File: config.mk
export PLATFORM = sky130hd
export DESIGN_NAME = capture_ctrl
export DESIGN_NICKNAME = d
export VERILOG_FILES = /design/src/rtl/la_pkg.sv /design/src/rtl/wrap_addr_cnt.sv /design/src/rtl/capture_ctrl.sv
export SDC_FILE = /design/constraint.sdc
export NUM_CORES = 1
export LEC_CHECK = 0
export CORE_ASPECT_RATIO = 0.5
export CORE_MARGIN = 3
export CORE_UTILIZATION = 40
export CTS_BUF_LIST = sky130_fd_sc_hd__clkbuf_4
export DETAILED_ROUTE_END_ITERATION = 16
export GPL_TIMING_DRIVEN = 0
export PLACE_DENSITY = 0.71
export SLEW_MARGIN = 20
export SYNTH_ARGS = -nofsm -noshare
export SYNTH_HDL_FRONTEND = slang
export SYNTH_HIERARCHICAL = 1
export SYNTH_SLANG_ARGS = --single-unit
File: constraint.sdc
create_clock -name clk -period 4.64 [get_ports clk]
set_input_delay 0.464 -clock clk [delete_from_list [all_inputs] [get_ports clk]]
set_output_delay 0.464 -clock clk [all_outputs]
set_load 0.01 [all_outputs]
File: src/rtl/la_pkg.sv
// Shared logic-analyzer definitions: RAMqueue geometry
// and the capture sequencer state encoding.
package la_pkg;

    localparam int ENTRIES = 384;
    localparam int LOG2    = 9;

    typedef enum logic [1:0] {
        IDLE,
        ARMED,
        POST,
        DONE
    } cap_state_t;

endpackage

File: src/rtl/wrap_addr_cnt.sv
// LOG2-bit address counter that wraps from ENTRIES-1 to 0.
// Ports: clk, rst (async high), clr (sync), inc, q.
module wrap_addr_cnt #(
    parameter int ENTRIES = la_pkg::ENTRIES,
    parameter int LOG2    = la_pkg::LOG2
) (
    input  logic            clk,
    input  logic            rst,
    input  logic            clr,
    input  logic            inc,
    output logic [LOG2-1:0] q
);

    localparam logic [LOG2-1:0] TOP = LOG2'(ENTRIES - 1);

    always_ff @(posedge clk or posedge rst) begin
        if (rst) begin
            q <= '0;
        end else if (clr) begin
            q <= '0;
        end else if (inc) begin
            q <= (q == TOP) ? '0 : q + LOG2'(1);
        end
    end

endmodule

File: src/rtl/capture_ctrl.sv
// Capture sequencer: paces RAMqueue writes, keeps pre-trigger
// history, counts trig_pos post-trigger samples, reports rd_start.
// Ports: clk, rst, run, triggered, wrt_smpl, trig_pos in;
//        we, waddr, armed, capturing, set_capture_done, rd_start out.
module capture_ctrl #(
    parameter int ENTRIES = la_pkg::ENTRIES,
    parameter int LOG2    = la_pkg::LOG2
) (
    input  logic            clk,
    input  logic            rst,
    input  logic            run,
    input  logic            triggered,
    input  logic            wrt_smpl,
    input  logic [LOG2-1:0] trig_pos,
    output logic            we,
    output logic [LOG2-1:0] waddr,
    output logic            armed,
    output logic            capturing,
    output logic            set_capture_done,
    output logic [LOG2-1:0] rd_start
);

    import la_pkg::*;

    localparam int              CW    = LOG2 + 1;
    localparam logic [CW-1:0]   ENT_C = CW'(ENTRIES);
    localparam logic [LOG2-1:0] TOP   = LOG2'(ENTRIES - 1);

    cap_state_t      state;
    cap_state_t      nxt;
    logic [CW-1:0]   smpl_cnt;
    logic [LOG2-1:0] trig_cnt;
    logic [LOG2-1:0] trig_hold;
    logic [LOG2-1:0] tp_eff;
    logic            post_end;
    logic            wr_pre;
    logic            wr_post;
    logic            clr;

    assign tp_eff   = (trig_pos > TOP) ? TOP : trig_pos;
    assign post_end = (state == POST) && (trig_cnt == trig_hold);
    assign wr_pre   = (state == ARMED) && wrt_smpl;
    assign wr_post  = (state == POST) && !post_end && wrt_smpl;

    // Clearing on the way into IDLE makes waddr read 0 on the
    // first IDLE cycle after an abort or a finished capture.
    assign clr = (state == IDLE) || (nxt == IDLE);

    always_comb begin
        nxt              = state;
        we               = 1'b0;
        armed            = 1'b0;
        capturing        = 1'b0;
        set_capture_done = 1'b0;
        unique case (state)
            IDLE: begin
                if (run) nxt = ARMED;
            end
            ARMED: begin
                capturing = 1'b1;
                we        = wr_pre;
                armed     = (smpl_cnt + CW'(tp_eff)) >= ENT_C;
                if (!run)
                    nxt = IDLE;
                else if (triggered && armed)
                    nxt = POST;
            end
            POST: begin
                capturing = 1'b1;
                we        = wr_post;
                // abort wins over completion: no pulse when run drops
                if (!run) begin
                    nxt = IDLE;
                end else if (post_end) begin
                    nxt              = DONE;
                    set_capture_done = 1'b1;
                end
            end
            DONE: begin
                if (!run) nxt = IDLE;
            end
            default: nxt = IDLE;
        endcase
    end

    always_ff @(posedge clk or posedge rst) begin
        if (rst) begin
            state     <= IDLE;
            smpl_cnt  <= '0;
            trig_cnt  <= '0;
            trig_hold <= '0;
            rd_start  <= '0;
        end else begin
            state <= nxt;
            if (clr)
                smpl_cnt <= '0;
            else if (wr_pre && smpl_cnt != ENT_C)
                smpl_cnt <= smpl_cnt + CW'(1);
            if (clr)
                trig_cnt <= '0;
            else if (wr_post)
                trig_cnt <= trig_cnt + LOG2'(1);
            if (state == ARMED && nxt == POST)
                trig_hold <= tp_eff;
            if (set_capture_done)
                rd_start <= waddr;
        end
    end

    wrap_addr_cnt #(
        .ENTRIES (ENTRIES),
        .LOG2    (LOG2)
    ) u_waddr (
        .clk (clk),
        .rst (rst),
        .clr (clr),
        .inc (we),
        .q   (waddr)
    );

endmodule
==> flow_summary_export.csv, run 1 <==
group,metric,value,unit
detailed_routing,dr.pass1.iters,4,
timing,relSlewSlack,46.6,%
pwr,p_per_area,291,nW/um2
detailed_routing,wl,7.25,mm
floorplanning,start_util,41.9,%
logic_synthesis,async_flop_share,100,%
clock_tree,cts_setup_buffers,0,
logic_synthesis,yosysWarnings,6,
detailed_routing,num_vias,2503,
logic_synthesis,ys_seq_elements,48,
timing,min_period,4280,ps
floorplanning,rows,22,
cells_and_area,layout.nets,383,
global_route,grt_antenna_before_repair,0,
setup_path,critPathKind,"primary input to flip-flop",
timing,max_freq,234,MHz
timing,setup_viol,0,
setup_path,cpPeakStageDelay,460,ps
setup_path,required,4950,ps
placement,port_buffers,35,
setup_path,crit_fanout,10,
floorplanning,core-area,7430,um2
detailed_routing,drc,0,
job,max-cap-violations,0,
timing,min_period_over_period,92.2,%
placement,post-dp-hpwl,5.46,mm
cells_and_area,fin_cells,448,
detailed_routing,drtIter0Drc,136,
timing,hold_ws,371,ps
floorplanning,fp.dieW,131,um
cells_and_area,diodes,0,
setup_path,crit_top_cell,"a211oi_1",
setup_path,crit_buf_inv,3,
logic_synthesis,synth_cell_type_count,49,
timing,fin_skew,12.3,ps
clock_tree,cts_sinks,48,
clock_tree,clk_path_buf_depth,2,
logic_synthesis,synth_enable_flop_cells,0,
clock_tree,clk_latency,370,ps
clock_tree,cts.repair.resized,0,
logic_synthesis,synth_ff_type,"dfrtp_1",
cells_and_area,drive_gt1_share,10.8,%
global_route,grt_pass1_wl,12.0,mm
clock_tree,root_buffer,"clkbuf_4",
setup_path,crit_chain,"clkdlybuf4s50_1, nand2_1, nand2b_1, ha_1, fa_1, a211oi_1, or4b_1, nand4_1, and4_1, a211oi_1, clkbuf_1, a21o_1, buf_4, o2111ai_1, or3_2, a21oi_1",
placement,place_congestion,0.880,
clock_tree,cts-htree-levels,2,
setup_path,cp-end-kind,"flip-flop",
global_route,first_global_vias,2415,
global_route,grt_overflow,0,
logic_synthesis,synthCells,308,
logic_synthesis,syn_nets,340,
logic_synthesis,synthTopCellsByArea,"dfrtp_1, mux2_2, ha_1, a211oi_1, xnor2_1",
logic_synthesis,avgSynthCellArea,10.1,um2
clock_tree,cts_hold_buf,0,
logic_synthesis,netlist.area_leader.share,38.6,%
setup_path,crit_family,"simple AND/OR/NAND/NOR gates",
logic_synthesis,synth_top_area_cell,"dfrtp_1",
clock_tree,cts_buffers,5,
logic_synthesis,ys_top_cells_by_count,"dfrtp_1, a211oi_1, mux2_2",
placement,dpl_worst_slack,-45.2,ps
cells_and_area,fin_area,3650,um2
timing,worst_slack,360,ps
floorplanning,dieHeight,68.4,um
global_route,grt_start_max_net_pins,27,
cells_and_area,syn_to_final_growth,17.4,%
floorplanning,io_pins,36,
worst_hold_path,hp-class,"primary input to async pin",
timing,drv_slew,0,
logic_synthesis,syn-cell-area,3110,um2
logic_synthesis,synth.most_common_cell,"dfrtp_1",
detailed_routing,avgViaCountPerCell,5.59,
detailed_routing,post_drt_wl_per_cell,16.2,um
timing,worst_pin_slew,793,ps
floorplanning,fp.dieArea,8940,um2
global_route,grt.total_usage,17.1,%
setup_path,cp_slowest_cell,"clkdlybuf4s50_1",
setup_path,startpoint_type,"primary input",
status,outcome,"finished, final reports clean",
placement,dpl_cell_area,3600,um2
placement,placedCellCount,440,
cells_and_area,fin_util,49.2,%
clock_tree,cts_tree,"yes",
pwr,p_leak,1.49,nW
setup_path,cp.arrival,4590,ps
detailed_routing,detail-route-antenna-nets,0,
timing,rsz0062_at_grt,"false",
clock_tree,cts.clk_slew.worst_paths,140,ps
timing,hold_viol_final,0,
pwr,ir_drop,0.125,mV
logic_synthesis,seq_area_frac_synth,38.6,%
[where the power goes]
group	internal (mW)	leakage, nW	switching [mW]	total [mW]
registers	0.462	0.654	0.0498	0.511
clock network	0.0558	0.0324	0.132	0.188
logic	0.156	0.808	0.209	0.365
[state kept, by name, summed over array words and instances, names as in the netlist]
signal     flops
smpl_cnt      10
u_waddr/q      9
trig_hold      9
trig_cnt       9
state          2
rd_start       9
[final cells by class]
type	instances	area (um2)
Buffer	14	60.1
Clock buffer	5	37.5
Clock inverter	3	13.8
Fill cell	678	3780
Inverter	13	48.8
Multi-Input combinational cell	233	1800
Sequential cell	48	1200
Tap cell	96	120
Timing Repair Buffer	36	370
[per-stage QoR]
| step | power [mW] | TNS (ps) |
|---|---|---|
| 2_1_floorplan | 0.765 | 0 |
| 3_3_place_gp | 0.865 | 0 |
| 3_5_place_dp | 0.881 | -45.2 |
| 4_1_cts | 1.07 | 0 |
| 5_1_grt | 1.14 | 0 |
| 6_report | 1.06 | 0 |
[metal layers]
metal	global-route usage [%]	up-vias	part of all wire, %
met2	27.3	51	46
met1	23.7	1226	48
met3	3.82	11	3.9
met5	0	-	0
li1	-	1215	-
met4	4.49	0	1.7
[layout by cell type, fill, tap and decap left out, drive strengths merged, types with 3 or more instances in the layout]
cell type / instances
nor3: 7
mux2: 19
nand2: 16
nand2b: 14
and3: 3
clkinv: 3
nor2b: 4
mux2i: 5
nand4: 9
o2111ai: 3
a211oi: 21
a21oi: 14
xnor2: 18
o21ai: 11
nand3: 7
nor2: 12
buf: 4
o211ai: 3
o31ai: 3
or4b: 3
ha: 17
or3: 4
clkdlybuf4s50: 35
a21o: 3
inv: 13
a31oi: 3
clkbuf: 16
dfrtp: 48
xor2: 12
[final timing paths]
check	startpoint	to	slack [ps]	cells past startpoint
min	rst	rd_start[0]	370	2
max	trig_pos[8]	u_waddr/q[7]	360	16
max reg2reg	smpl_cnt[0]	u_waddr/q[7]	730	13
max in group asynchronous	rst	trig_hold[3]	3810	3
min in group clk	rd_start[2]	rd_start[2]	530	1
min reg2reg	rd_start[2]	rd_start[2]	530	1
[kinds of logic after synthesis]
| family | synth area share [%] |
|---|---|
| flip-flops | 38.6 |
| buffers and inverters | 3.50 |
| adder cells (fa/ha/maj) | 7.48 |
| multiplexers | 8.48 |
| AND/OR/NAND/NOR | 16.3 |
| AO/OA/AOI/OAI | 17.2 |
| XOR/XNOR | 8.44 |
No activity file was read; power rests on OpenSTA's default activity.
==> inputs of run 2 (changes only) <==
--- a/config.mk
+++ b/config.mk
@@ -6,7 +6,6 @@
 export NUM_CORES = 1
 export LEC_CHECK = 0
 export CORE_ASPECT_RATIO = 0.5
-export CORE_MARGIN = 3
 export CORE_UTILIZATION = 40
 export CTS_BUF_LIST = sky130_fd_sc_hd__clkbuf_4
 export DETAILED_ROUTE_END_ITERATION = 16
==> flow_summary_export.csv, run 2 (synthesized netlist as in run 1, its figures left out) <==
group,metric,value,unit
floorplanning,fp.dieArea,8160,um2
cells_and_area,layout_common_cells,"dfrtp_1, clkdlybuf4s50_1, a211oi_1",
cells_and_area,nFillCells,708,
floorplanning,fp.dieW,127,um
timing,min_period_over_period,92.9,%
cells_and_area,fin_cells,448,
job,max-cap-violations,0,
floorplanning,start_util,41.9,%
clock_tree,cts.clk_slew.worst_paths,150,ps
timing,rsz0062_at_grt,"false",
setup_path,timing.reg2reg.setup_slack,710,ps
timing,worst_slack,331,ps
placement,dpl_worst_slack,-39.7,ps
detailed_routing,avgViaCountPerCell,5.63,
global_route,grt_pass1_wl,12.6,mm
setup_path,required,4960,ps
cells_and_area,top_register,"smpl_cnt",
setup_path,critPathKind,"primary input to flip-flop",
clock_tree,cts_buffers,5,
clock_tree,clk_latency,380,ps
detailed_routing,drc,0,
timing,min_period,4310,ps
pwr,p_per_area,295,nW/um2
placement,post-dp-hpwl,5.41,mm
clock_tree,cts_hold_buf,0,
worst_hold_path,hp-class,"primary input to async pin",
cells_and_area,syn_to_final_growth,17.6,%
setup_path,cp-end-kind,"flip-flop",
setup_path,startpoint_type,"primary input",
timing,drv_slew,0,
global_route,grt_start_max_net_pins,34,
detailed_routing,drtIter0Drc,145,
status,outcome,"finished, final reports clean",
clock_tree,cts_setup_buffers,0,
timing,tns,0,ps
pwr,p_leak,1.49,nW
cells_and_area,largest_reg_flops,10,
global_route,grt.total_usage,19.6,%
timing,max_freq,232,MHz
placement,placedCellCount,440,
pwr,ir_drop,0.102,mV
timing,worst_pin_slew,766,ps
global_route,first_global_vias,2524,
setup_path,crit_fanout,10,
detailed_routing,dr.pass1.iters,5,
detailed_routing,wl,7.23,mm
cells_and_area,drive_gt1_share,10.8,%
cells_and_area,fin_area,3660,um2
cells_and_area,layout.nets,383,
cells_and_area,final_common_cell,"dfrtp_1",
setup_path,cp.arrival,4630,ps
floorplanning,dieHeight,64.4,um
floorplanning,rows,22,
detailed_routing,detail-route-antenna-nets,0,
placement,dpl_cell_area,3600,um2
floorplanning,core-area,7430,um2
clock_tree,cts-htree-levels,2,
placement,port_buffers,35,
timing,setup_viol,0,
clock_tree,clk_path_buf_depth,2,
placement,place_congestion,0.809,
timing,hold_viol_final,0,
clock_tree,root_buffer,"clkbuf_4",
detailed_routing,num_vias,2521,
cells_and_area,diodes,0,
timing,fin_skew,8.84,ps
timing,relSlewSlack,48.7,%
floorplanning,io_pins,36,
global_route,grt_antenna_before_repair,0,
detailed_routing,post_drt_wl_per_cell,16.1,um
clock_tree,cts_sinks,48,
clock_tree,cts.repair.resized,0,
clock_tree,cts_tree,"yes",
global_route,grt_overflow,0,
-- run 2: cell type report --
type | count | area, um2 | area share, %
Tap cell | 96 | 120 | 3.28
Clock buffer | 5 | 37.5 | 1.03
Inverter | 13 | 48.8 | 1.33
Buffer | 14 | 60.1 | 1.64
Clock inverter | 3 | 18.8 | 0.513
Multi-Input combinational cell | 233 | 1800 | 49.2
Sequential cell | 48 | 1200 | 32.8
Timing Repair Buffer | 36 | 370 | 10.1
-- run 2: final timing paths --
kind,depth (start not counted),from,end
max,16,trig_pos[8],u_waddr/q[7]
min,2,rst,rd_start[0]
max reg2reg,13,smpl_cnt[0],u_waddr/q[7]
min reg2reg,1,rd_start[3],rd_start[3]
max in group asynchronous,3,rst,trig_hold[2]
min in group clk,1,rd_start[3],rd_start[3]
-- run 2: critical path: stages --
cell	delay [ps]
clkdlybuf4s50_1	460
nand2_1	220
nand2b_1	120
ha_1	220
fa_1	370
a211oi_1	350
or4b_1	200
nand4_1	130
and4_1	240
a211oi_1	380
clkbuf_1	400
a21o_1	180
buf_4	160
o2111ai_1	140
or3_2	420
a21oi_1	150
-- run 2: where the power goes --
group | switching [mW] | internal, mW
logic | 0.209 | 0.156
clock network | 0.142 | 0.0572
registers | 0.0514 | 0.462
total | 0.402 | 0.675
-- run 2: per-stage QoR --
stage | power [mW] | hold WS [ps] | utilization [%]
2_1_floorplan | 0.765 | 292 | -
3_3_place_gp | 0.864 | 491 | 48.2
3_5_place_dp | 0.882 | 499 | 48.5
4_1_cts | 1.09 | 316 | 49.2
5_1_grt | 1.15 | 304 | 49.2
6_report | 1.08 | 331 | 49.2
-- run 2: routing by layer --
layer	vias up	wire (um)	GRT usage, %
met5	-	0	0
met4	0	65	4.91
met3	7	214	3.94
met2	50	3530	33.6
met1	1246	3420	25.7
li1	1218	-	-
==> RTL change (config.mk and constraints of run 2) <==
The 4 states of `cap_state_t` get a Gray code encoding in 2 bits.
--- a/src/rtl/la_pkg.sv
+++ b/src/rtl/la_pkg.sv
@@ -7,8 +7,8 @@
 
     typedef enum logic [1:0] {
-        IDLE,
-        ARMED,
-        POST,
-        DONE
+        IDLE  = 2'b00,
+        ARMED = 2'b01,
+        POST  = 2'b11,
+        DONE  = 2'b10
     } cap_state_t;
 
Function: no difference found for any inputs over 10 cycles, from zero or initial values and one cycle with rst high; not proved beyond that.
==> RTL change against run 2 <==
Routed wire length down 18%. Design area down 9.8%. Setup slack better by 340 ps. First-iteration DRC count down 16%. Area after synthesis down 11%. Sequential cell count unchanged. Global-route usage down 1.8 points. Non-clock buffer count down 6. Critical path type is now in -> out. Largest cell class unchanged. Highest routed layer unchanged.
Power is not compared: it rests on default switching activity, and its combinational part moved more than twofold at a synthesized area within 25%.
==> RTL change: results (changes against run 2) <==
| Metric | Value |
|---|---|
| Most instantiated cells after synthesis | `dfrtp_1, nor2_1, xor2_1, mux2_2, nand2_1` |
| Pre-CTS WS | `678.1 ps (+717.9 ps)` |
| Drt initial violations | `122 (-16%)` |
| Clock transition at path regs | `130 ps (-20 ps)` |
| Wire per inst | `14.81 µm (-8.3%)` |
| Critical Path Fanout Max | `7 (-3)` |
| GR Util met3 | `4.511% (+0.57 points)` |
| Grt met1 use | `22.38% (-3.3 points)` |
| Share of cells above drive strength 1 | `11.86% (+1.1 points)` |
| First-pass GRT wire length | `10.01 mm (-20%)` |
| RePlAce Congestion | `0.7980 (-1.4%)` |
| Largest net degree at the start of global routing | `24 (-29%)` |
| Post-synthesis cell count | `269 (-13%)` |
| DRT Pass-1 Iters | `4 (-1)` |
| Routed vias | `2,176 (-14%)` |
| Final hold slack | `389.8 ps (+58.97 ps)` |
| Area contributors post-synth | `dfrtp_1, mux2_2, xor2_1` |
| Number of global-route vias before repair | `2,078 (-18%)` |
| Via density | `5.440 (-3.3%)` |
| RR Endpoint | `trig_hold[8]` |
| Dpl hpwl | `4.535 mm (-16%)` |
| NumNets Final | `340 (-11%)` |
| Placed cell count | `393 (-11%)` |
| Status | `finished clean` |
| Gr usage total | `17.81% (-1.8 points)` |
| Slew HR | `52.96% (+4.3 points)` |
| Post-synthesis sequential area ratio | `43.40% (+4.8 points)` |
## RTL change: cell type report
type	instances	area [µm²]
timing repair buffer	36	377.9
clock inverter	2	7.507
fill	610	3055
sequential	48	1201
clock buffer	5	37.54
buffer	8	40.04
inverter	10	37.54
multi-input combinational	203	1489
tap	88	110.1
## RTL change: power by group
part / switching (mW) / total [mW] / internal, mW
clock network: 0.134 / 0.187 / 0.0532
registers: 0.00937 / 0.437 / 0.428
logic: 0.0495 / 0.0907 / 0.0412
## RTL change: critical path: cells and delay by family
family / cells / cell delay (ps)
multiplexers: 1 / 160
adder cells (fa/ha/maj): 2 / 600
buffers and inverters: 2 / 990
AND/OR/NAND/NOR: 3 / 720
AO/OA/AOI/OAI: 3 / 590
## RTL change: cells by family (layout without fill, tap and decap cells)
| kind of cell | after synthesis | after routing | share of synthesized area (%) |
|---|---|---|---|
| AOI/OAI and AO/OA | 49 | 49 | 12.66 |
| buffers and inverters | 18 | 61 | 2.803 |
| xor gates and xnor gates | 26 | 26 | 8.228 |
| muxes | 21 | 21 | 8.409 |
| adders and majority gates | 14 | 14 | 6.601 |
| DFF | 48 | 48 | 43.40 |
| and+or+nand+nor | 93 | 93 | 17.90 |
## RTL change: how the worst max path moves through the flow
stage	startpoint	end	slack [ps]	depth (start not counted)
6_report	trig_pos[8]	armed	670	11
3_5_place_dp	trig_pos[8]	armed	680	11
4_1_cts	trig_pos[8]	armed	660	11
5_1_grt	trig_pos[8]	armed	510	11
3_3_place_gp	trig_pos[8]	armed	720	11
2_1_floorplan	trig_pos[8]	trig_hold[0]	1830	10
## RTL change: metrics by stage
stage / util [%] / power, mW
global placement: 50.79 / 0.5296
floorplan: - / 0.5001
global route: 51.93 / 0.7488
CTS: 51.93 / 0.7176
detailed placement: 51.22 / 0.5360
finish: 51.93 / 0.7146
